[config.mk]
export PLATFORM = sky130hd
export DESIGN_NAME = sm_mult_seq_flat
export DESIGN_NICKNAME = d
export VERILOG_FILES = /design/src/rtl/sm_mult_seq_pkg.sv /design/src/rtl/sm_mult_seq_if.sv /design/src/rtl/fulladder_8bit.sv /design/src/rtl/sm_mult_seq.sv /design/src/flat_wrapper.sv
export SDC_FILE = /design/constraint.sdc
export NUM_CORES = 1
export LEC_CHECK = 0
export ABC_AREA = 1
export BUFFER_PORTS_ARGS = -buffer_cell sky130_fd_sc_hd__clkbuf_2
export CORE_MARGIN = 2
export CORE_UTILIZATION = 58
export CTS_CLUSTER_SIZE = 14
export DETAILED_ROUTE_END_ITERATION = 7
export GPL_TIMING_DRIVEN = 0
export HOLD_SLACK_MARGIN = 0.03
export PLACE_DENSITY_LB_ADDON = 0.3
export REMOVE_ABC_BUFFERS = 1
export SLEW_MARGIN = 20
export SYNTH_ARGS = -nofsm -noshare
export SYNTH_HDL_FRONTEND = slang
export SYNTH_SLANG_ARGS = --single-unit
export TNS_END_PERCENT = 50
[constraint.sdc]
create_clock -name clk -period 8.15 [get_ports clk]
set_input_delay 1.63 -clock clk [delete_from_list [all_inputs] [get_ports clk]]
set_output_delay 1.63 -clock clk [all_outputs]
set_load 0.02 [all_outputs]
[src/rtl/sm_mult_seq_pkg.sv]
// Shared constants and state codes for the sign-magnitude sequential multiplier.
package sm_mult_seq_pkg;
  localparam int WIDTH = 8;
  localparam int MAG   = WIDTH - 1;
  localparam int PW    = 2 * MAG;
  localparam int CW    = $clog2(MAG);

  // Code 2'd3 is unused and falls back to IDLE.
  typedef enum logic [1:0] {
    IDLE = 2'd0,
    RUN  = 2'd1,
    DONE = 2'd2
  } state_t;
endpackage

[src/rtl/sm_mult_seq_if.sv]
// Launch/result bundle between the key-driven top level and the multiplier.
import sm_mult_seq_pkg::*;

interface sm_mult_seq_if;
  // Handshake: start is honoured only while busy=0; done pulses for one cycle
  // when prod_mag/prod_sign/zero become valid, and they hold until the next launch.
  logic             start;
  logic [WIDTH-1:0] a_in;
  logic [WIDTH-1:0] b_in;
  logic             busy;
  logic             done;
  logic [PW-1:0]    prod_mag;
  logic             prod_sign;
  logic             zero;
  logic [1:0]       dbg_state;

  modport master (
    output start, a_in, b_in,
    input  busy, done, prod_mag, prod_sign, zero, dbg_state
  );

  modport slave (
    input  start, a_in, b_in,
    output busy, done, prod_mag, prod_sign, zero, dbg_state
  );
endinterface

[src/rtl/fulladder_8bit.sv]
// 8-bit ripple-carry adder built from a chain of full-adder cells.
module fulladder_8bit (
  input  logic [7:0] a,
  input  logic [7:0] b,
  input  logic       ci,
  output logic [7:0] s,
  output logic       co
);
  logic [8:0] c;

  assign c[0] = ci;

  for (genvar i = 0; i < 8; i++) begin : g_bit
    assign s[i]   = a[i] ^ b[i] ^ c[i];
    assign c[i+1] = (a[i] & b[i]) | (c[i] & (a[i] ^ b[i]));
  end

  assign co = c[8];
endmodule

[src/rtl/sm_mult_seq.sv]
// Shift-add sign-magnitude multiplier: one partial product per clock through
// the shared ripple adder, with a start/busy/done handshake.
module sm_mult_seq
  import sm_mult_seq_pkg::*;
(
  input  logic         clk,
  input  logic         rst,
  sm_mult_seq_if.slave bus
);
  state_t           state_q, state_d;
  logic [MAG-1:0]   mcand_q, mplier_q, acc_q;
  logic             sgn_q;
  logic [CW-1:0]    cnt_q;
  logic             busy_q, done_q, sign_q, zero_q;
  logic [PW-1:0]    prod_q;

  logic [WIDTH-1:0] add_a, add_b, add_s;
  logic             unused_co;
  logic [MAG-1:0]   acc_next, mplier_next;
  logic [PW-1:0]    product;
  logic             prod_is_zero, last_iter;
  logic             accept, busy_d, done_d;

  // acc and mcand are both below 2^MAG, so the sum always fits in WIDTH bits.
  assign add_a = {1'b0, acc_q};
  assign add_b = mplier_q[0] ? {1'b0, mcand_q} : '0;

  fulladder_8bit u_adder (
    .a  (add_a),
    .b  (add_b),
    .ci (1'b0),
    .s  (add_s),
    .co (unused_co)
  );

  assign acc_next     = add_s[WIDTH-1:1];
  assign mplier_next  = {add_s[0], mplier_q[MAG-1:1]};
  assign product      = {acc_next, mplier_next};
  assign prod_is_zero = (product == '0);
  assign last_iter    = (cnt_q == CW'(MAG - 1));

  always_ff @(posedge clk) begin
    if (rst) state_q <= IDLE;
    else     state_q <= state_d;
  end

  always_comb begin
    state_d = state_q;
    case (state_q)
      IDLE:    if (bus.start) state_d = RUN;
      RUN:     if (last_iter) state_d = DONE;
      DONE:    state_d = IDLE;
      default: state_d = IDLE;
    endcase
  end

  always_comb begin
    accept = 1'b0;
    busy_d = 1'b0;
    done_d = 1'b0;
    accept = (state_q == IDLE) && bus.start;
    busy_d = (state_d != IDLE);
    done_d = (state_d == DONE);
  end

  always_ff @(posedge clk) begin
    if (rst) begin
      mcand_q  <= '0;
      mplier_q <= '0;
      acc_q    <= '0;
      sgn_q    <= 1'b0;
      cnt_q    <= '0;
      busy_q   <= 1'b0;
      done_q   <= 1'b0;
      prod_q   <= '0;
      sign_q   <= 1'b0;
      zero_q   <= 1'b0;
    end else begin
      busy_q <= busy_d;
      done_q <= done_d;
      if (accept) begin
        mcand_q  <= bus.a_in[MAG-1:0];
        mplier_q <= bus.b_in[MAG-1:0];
        sgn_q    <= bus.a_in[MAG] ^ bus.b_in[MAG];
        acc_q    <= '0;
        cnt_q    <= '0;
      end else if (state_q == RUN) begin
        acc_q    <= acc_next;
        mplier_q <= mplier_next;
        cnt_q    <= cnt_q + CW'(1);
        if (last_iter) begin
          prod_q <= product;
          zero_q <= prod_is_zero;
          // Negative zero is reported as +0.
          sign_q <= sgn_q & ~prod_is_zero;
        end
      end
    end
  end

  assign bus.busy      = busy_q;
  assign bus.done      = done_q;
  assign bus.prod_mag  = prod_q;
  assign bus.prod_sign = sign_q;
  assign bus.zero      = zero_q;
  assign bus.dbg_state = state_q;
endmodule

[src/flat_wrapper.sv]
// flat-port wrapper written by rule: the top's interface ports become plain ports
module sm_mult_seq_flat import sm_mult_seq_pkg::*;
  (clk, rst, bus_start, bus_a_in, bus_b_in, bus_busy, bus_done, bus_prod_mag, bus_prod_sign, bus_zero, bus_dbg_state);
  sm_mult_seq_if bus_i ();
  input  logic clk;
  input  logic rst;
  input wire logic [$bits(bus_i.start)-1:0] bus_start;
  input wire logic [$bits(bus_i.a_in)-1:0] bus_a_in;
  input wire logic [$bits(bus_i.b_in)-1:0] bus_b_in;
  output wire logic [$bits(bus_i.busy)-1:0] bus_busy;
  output wire logic [$bits(bus_i.done)-1:0] bus_done;
  output wire logic [$bits(bus_i.prod_mag)-1:0] bus_prod_mag;
  output wire logic [$bits(bus_i.prod_sign)-1:0] bus_prod_sign;
  output wire logic [$bits(bus_i.zero)-1:0] bus_zero;
  output wire logic [$bits(bus_i.dbg_state)-1:0] bus_dbg_state;
  assign bus_i.start = bus_start;
  assign bus_i.a_in = bus_a_in;
  assign bus_i.b_in = bus_b_in;
  assign bus_busy = bus_i.busy;
  assign bus_done = bus_i.done;
  assign bus_prod_mag = bus_i.prod_mag;
  assign bus_prod_sign = bus_i.prod_sign;
  assign bus_zero = bus_i.zero;
  assign bus_dbg_state = bus_i.dbg_state;
  sm_mult_seq u_core (.clk(clk), .rst(rst), .bus(bus_i));
endmodule
==> impl_metrics.yaml, run 1 <==
synth:
  synth-main-ff-cell: "dfxtp_1"
  synth-edff-count: 0
  yosysMostFrequentCell: "nand2_1"
  async_flop_share_pct: 0
  avgSynthCellArea_um2: 7.59
  yosysTopAreaCell: "dfxtp_1"
  synth_area_leaders: "dfxtp_1 45%, o21ai_0 11%, nand2_1 9.4%"
  yosys_warnings: 0
  synthCells: 262
  synth_top_area_share_pct: 45.3
  synth-seq-cells: 45
  synth_common_cells: "50 x nand2_1, 45 x dfxtp_1, 42 x o21ai_0"
  netlist_area_mm2: 0.00199
  ys_types: 23
  seq_area_frac_synth_pct: 45.3
grt:
  grt_pass1_wl_um: 6670
  use_met3_pct: 4.32
  antenna_found_initial: 0
  use_met2_pct: 37.5
  grt_overflow: 0
  top_usage_layer: "met2"
  grt_pass1_vias: 1569
  grt_use_total_pct: 21.3
  gr-usage-met1_pct: 26.0
  grt_max_degree: 35
timing:
  slew-limit-headroom_pct: 64.3
  setup_tns_ns: 0
  slew_violations: 0
  tightest_slew_ns: 0.534
  rsz0062_at_grt: "no"
  fin_crit_sh_pct: 43.2
  hold_viol_final: 0
  final.min_clock_period_ns: 3.52
  holdWs_ns: 0.491
  setup_viol: 0
  timing.fmax_ghz: 0.284
  fin_worst_skew_ns: 0.0126
clock_network:
  clkLatencyLatePin_ns: 0.35
  cts_made_buffers: 5
  cts_root_buf: "clkbuf_4"
  htreeDepth: 2
  cts.path.max_buffers: 2
  cts_setup_buffers: 0
  clk_pin_slew_worst_paths_ns: 0.13
  cts_resized: 0
  cts_tree: "yes"
  ctsHoldBuffers: 0
  cts_num_sinks: 45
pwr:
  p_per_area_mw_per_mm2: 180
  leakage_uw: 0.00111
  finalPower_uw: 406
  irDropWorstVdd_mv: 0.120
setup_path:
  r2r_end: "u_core.bus.zero$_SDFFE_PP0P_"
  path_max_fanout: 8
  criticalPathCategory: "register to register"
  cp_data_arrival_time_ns: 3.81
  regToRegSetupSlack_ns: 4.63
  required_ns: 8.44
  worstSetupStartpointType: "register"
  crit_start: "u_core.mplier_q[0]$_SDFFE_PP0P_"
  cp.depth: 18
  worst_path_max_delay_cell: "fa_1"
  critPathCaptureType: "register"
  worstPathCellList: "nand2_1, inv_1, ha_1, inv_1, fa_1, fa_1, fa_1, inv_1, fa_1, fa_1, inv_1, fa_1, nand2_1, inv_1, nand2_1, nor2_1, nand2_1, a21oi_1"
  cp-endpoint: "u_core.bus.zero$_SDFFE_PP0P_"
  slowest_delay_ns: 0.53
  crit_top_cell: "fa_1"
  reg2reg_depth: 18
  cp_top_family: "adder cells"
  r2r-start: "u_core.mplier_q[0]$_SDFFE_PP0P_"
  cp.buffers_inverters: 5
routing:
  vias_per_cell: 4.92
  first_pass_iters: 7
  detail-route-antenna-nets: 0
  vias: 1689
  dr.first_iter.drc_count: 80
  drc: 0
  routedWlPerCell_um: 11.6
  drt-total-wl_um: 3970
run_status:
  outcome: "finished, final reports clean"
floorplanning:
  die_w_um: 62.6
  die_h_um: 62.6
  start_util_pct: 60.1
  die-area_mm2: 0.00391
  core_area_mm2: 0.00331
  num_rows: 21
  io_pins: 39
final_layout:
  synthToLayoutAreaGrowth_pct: 13.3
  fillers: 320
  antennaDiodeCount: 0
  seq_area_um2: 901
  nNetsFinal: 325
  layout-drive-gt1-share_pct: 17.5
  multi_input_area_um2: 875
job:
  drv_cap: 0
placement:
  place_congestion: 0.765
  port_buffers: 38
  dp_hpwl_um: 2800
min_path:
  hp-class: "register to register"
-- how the worst min path moves through the flow --
| stage | start | end | slack, ns | cells after the start |
|---|---|---|---|---|
| after floorplan | u_core.acc_q[3]$_SDFFE_PP0P_ | u_core.acc_q[3]$_SDFFE_PP0P_ | 0.45 | 2 |
| after global placement | u_core.acc_q[3]$_SDFFE_PP0P_ | u_core.acc_q[3]$_SDFFE_PP0P_ | 0.46 | 2 |
| after detailed placement | u_core.mcand_q[5]$_SDFFE_PP0P_ | u_core.mcand_q[5]$_SDFFE_PP0P_ | 0.47 | 2 |
| after CTS | u_core.bus.prod_mag[13]$_SDFFE_PP0P_ | u_core.bus.prod_mag[13]$_SDFFE_PP0P_ | 0.50 | 2 |
| after global routing | u_core.acc_q[4]$_SDFFE_PP0P_ | u_core.acc_q[4]$_SDFFE_PP0P_ | 0.52 | 2 |
| final | u_core.bus.prod_mag[13]$_SDFFE_PP0P_ | u_core.bus.prod_mag[13]$_SDFFE_PP0P_ | 0.49 | 2 |
-- cell type report --
| type | instances | area share [%] |
|---|---|---|
| Tap cell | 46 | 2.55 |
| Multi-Input combinational cell | 165 | 38.8 |
| Inverter | 42 | 7.00 |
| Sequential cell | 45 | 40.0 |
| Clock inverter | 2 | 1.55 |
| Clock buffer | 5 | 1.67 |
| Timing Repair Buffer | 38 | 8.44 |
-- metal layers --
metal	vias up	routed length (µm)	part of all wire, %
met5	-	0	0
met4	0	46	1.2
met3	4	148	3.7
met2	32	1970	50
met1	769	1810	46
li1	884	-	-
-- worst min-delay path: stages, from the launching register on --
cell	delay [ns]
dfxtp_1	0.34
nand3_1	0.06
o21ai_0	0.06
-- cell families (layout without fill, tap and decap cells) --
logic type | count (synthesis) | in the layout | share of synthesized area (%)
AO/OA/AOI/OAI | 63 | 63 | 15.9
XOR/XNOR | 1 | 1 | 0.440
adder cells (fa/ha/maj) | 9 | 9 | 7.92
buffers and inverters | 52 | 87 | 10.8
flip-flops | 45 | 45 | 45.3
AND/OR/NAND/NOR | 92 | 92 | 19.7
-- flip-flops by register name, summed over array words and instances, names as in the netlist, 2 cells and up --
name / count
u_core.mcand_q: 7
u_core.mplier_q: 7
u_core.acc_q: 7
u_core.cnt_q: 3
u_core.bus.prod_mag: 14
u_core.bus.dbg_state: 2
-- per-stage QoR --
step / std cells / area, µm² / setup slack, ns / util, %
final: 343 / 2250 / 4.63 / 68.1
after CTS: 343 / 2250 / 4.64 / 68.1
after floorplan: 252 / 1930 / 4.98 / -
after global placement: 336 / 2180 / 4.74 / 65.9
after global routing: 343 / 2250 / 4.37 / 68.1
after detailed placement: 336 / 2180 / 4.66 / 65.9
-- cell usage in the layout, fill, tap and decap left out, types with 2 or more instances in the layout --
cell type,netlist,layout
clkbuf_2,0,38
nand3_1,10,10
inv_1,40,40
o21ai_1,2,2
o21ai_0,42,42
nand2_1,50,50
inv_2,2,2
nand2_4,2,2
clkbuf_4,0,5
nor2_1,26,26
a21oi_1,18,18
fa_1,6,6
ha_1,3,3
dfxtp_1,45,45
-- power by group --
group / total (µW) / leakage (µW) / switching [µW] / internal [µW]
registers: 233 / 0.000367 / 5.08 / 228
clock network: 130 / 0.0000410 / 67.7 / 62.5
logic: 43.1 / 0.000698 / 28.1 / 15.0
(Power assumes the default switching activity.)
==> inputs of run 2 (changes only) <==
--- a/config.mk
+++ b/config.mk
@@ -8,7 +8,7 @@
 export ABC_AREA = 1
 export BUFFER_PORTS_ARGS = -buffer_cell sky130_fd_sc_hd__clkbuf_2
 export CORE_MARGIN = 2
-export CORE_UTILIZATION = 58
+export CORE_UTILIZATION = 49
 export CTS_CLUSTER_SIZE = 14
 export DETAILED_ROUTE_END_ITERATION = 7
 export GPL_TIMING_DRIVEN = 0
==> constraint.sdc (replaced) <==
create_clock -name clk -period 3.13 [get_ports clk]
set_input_delay 0.626 -clock clk [delete_from_list [all_inputs] [get_ports clk]]
set_output_delay 0.626 -clock clk [all_outputs]
set_load 0.02 [all_outputs]
==> impl_metrics.yaml, run 2 (same netlist as run 1, synthesis figures left out) <==
pwr:
  leakage_uw: 0.00113
  p_int_uw: 893
  combPwrFrac_pct: 9.9
  p_per_area_mw_per_mm2: 498
  switching_share_pct: 23.8
  p_sw_uw: 280
  p_seq_share_pct: 51.5
  p_clk_share_pct: 38.6
  irDropWorstVdd_mv: 0.235
final_layout:
  largest_reg_flops: 14
  synthToLayoutAreaGrowth_pct: 18.5
  fillers: 384
  layout-drive-gt1-share_pct: 23.0
  antennaDiodeCount: 0
  multi_input_area_um2: 906
  nNetsFinal: 327
  mostFrequentLayoutCells: "49 x nand2_1, 43 x dfxtp_1, 41 x o21ai_0"
  seq_area_um2: 906
  postLayoutCellArea_mm2: 0.00236
  final_common_cell: "nand2_1"
timing:
  fin_worst_skew_ns: 0.00860
  setup_tns_ns: -0.0509
  fin_ws_ns: -0.0390
  hold_viol_final: 0
  setup_viol: 2
  final.min_clock_period_ns: 3.17
  rsz0062_at_grt: "yes"
  timing.fmax_ghz: 0.316
  slew-limit-headroom_pct: 65.0
  tightest_slew_ns: 0.525
  slew_violations: 0
  holdWs_ns: 0.478
  fin_crit_sh_pct: 101
grt:
  grt_max_degree: 35
  grt_overflow: 0
  grt_pass1_wl_um: 6470
  grt_use_total_pct: 18.9
  antenna_found_initial: 0
  grt_pass1_vias: 1500
floorplanning:
  start_util_pct: 50.5
  num_rows: 23
  die_h_um: 67.7
  core_area_mm2: 0.00394
  die_w_um: 67.7
  io_pins: 39
  die-area_mm2: 0.00459
clock_network:
  cts_tree: "yes"
  cts.path.max_buffers: 2
  ctsHoldBuffers: 0
  cts_num_sinks: 45
  cts_root_buf: "clkbuf_8"
  htreeDepth: 2
  clkLatencyLatePin_ns: 0.30
  clk_pin_slew_worst_paths_ns: 0.08
  cts_made_buffers: 5
setup_path:
  path_max_fanout: 2
  required_ns: 3.33
  worstSetupStartpointType: "register"
  critPathCaptureType: "register"
  cp_data_arrival_time_ns: 3.37
  criticalPathCategory: "register to register"
routing:
  vias_per_cell: 4.92
  first_pass_iters: 4
  routedWlPerCell_um: 11.3
  vias: 1722
  drc: 0
  drt-total-wl_um: 3960
  dr.first_iter.drc_count: 141
  detail-route-antenna-nets: 0
placement:
  port_buffers: 38
  placed_area_mm2: 0.00219
  dp_hpwl_um: 2820
  place_congestion: 0.762
run_status:
  outcome: "finished, violations left"
  violations: "negative setup slack"
min_path:
  hp-class: "register to register"
job:
  drv_cap: 0
[run 2: changes by cell type in the layout (fill, tap and decap cells not counted), sizes merged]
cell	previous run	this run
clkinv	1	0
clkinvlp	0	1
clkbuf	43	44
buf	0	2
[run 2: area by class of cell]
type | count | share of cell area, %
Clock buffer | 6 | 3.50
Clock inverter | 2 | 1.59
Inverter | 42 | 6.69
Multi-Input combinational cell | 165 | 38.4
Sequential cell | 45 | 38.4
Tap cell | 50 | 2.65
Timing Repair Buffer | 40 | 8.70
[run 2: power groups by stage]
stage | registers (µW) | clock network, µW | logic, µW
after floorplan | 618 | 0 | 74.2
after global placement | 618 | 0 | 108
after detailed placement | 619 | 0 | 110
after global routing | 607 | 490 | 133
after CTS | 604 | 463 | 116
final | 605 | 453 | 116
[run 2: path summary, 6_finish.rpt]
check / startpoint / to / slack (ns) / cells past startpoint
worst max-delay path: u_core.mplier_q[0]$_SDFFE_PP0P_ / u_core.bus.prod_sign$_SDFFE_PP0P_ / -0.04 / 17
worst min-delay path: u_core.acc_q[3]$_SDFFE_PP0P_ / u_core.acc_q[3]$_SDFFE_PP0P_ / 0.48 / 2
worst max register to register: u_core.mplier_q[0]$_SDFFE_PP0P_ / u_core.bus.prod_sign$_SDFFE_PP0P_ / -0.04 / 17
worst min register to register: u_core.acc_q[3]$_SDFFE_PP0P_ / u_core.acc_q[3]$_SDFFE_PP0P_ / 0.48 / 2
[run 2: worst max-delay path, stage by stage (launching register included)]
cell and delay, ns:
dfxtp_4 0.36, nand2_2 0.05, inv_2 0.06, ha_4 0.12, inv_2 0.03, fa_2 0.33, fa_2 0.35, fa_2 0.34
inv_2 0.07, fa_2 0.20, fa_2 0.19, inv_2 0.04, fa_1 0.52, nand2_1 0.08, nor2_1 0.11, nand3_1 0.09
nor2_1 0.11, nor2_1 0.04
[run 2: metal layers]
layer	GRT usage [%]	up-vias	routed length (µm)
met3	5.00	6	206
met4	5.36	0	45
met5	0	-	0
met2	31.3	45	1890
li1	-	893	-
met1	24.1	778	1830
[run 2: timing repair]
item	4_1_cts	5_1_grt
setup buffers	2	0
pin swaps	7	4
endpoints found under the hold margin	0	0
endpoints found under the setup margin	5	4
resized for setup	15	2
[run 2: per-stage QoR]
| step | cells | util [%] | total power [µW] | setup WS, ns |
|---|---|---|---|---|
| 6_report | 350 | 59.8 | 1170 | -0.0390 |
| 3_5_place_dp | 340 | 55.4 | 729 | -0.387 |
| 4_1_cts | 350 | 59.7 | 1180 | -0.0772 |
| 2_1_floorplan | 252 | - | 692 | -0.0350 |
| 3_3_place_gp | 340 | 55.4 | 726 | -0.291 |
| 5_1_grt | 350 | 59.8 | 1230 | -0.211 |
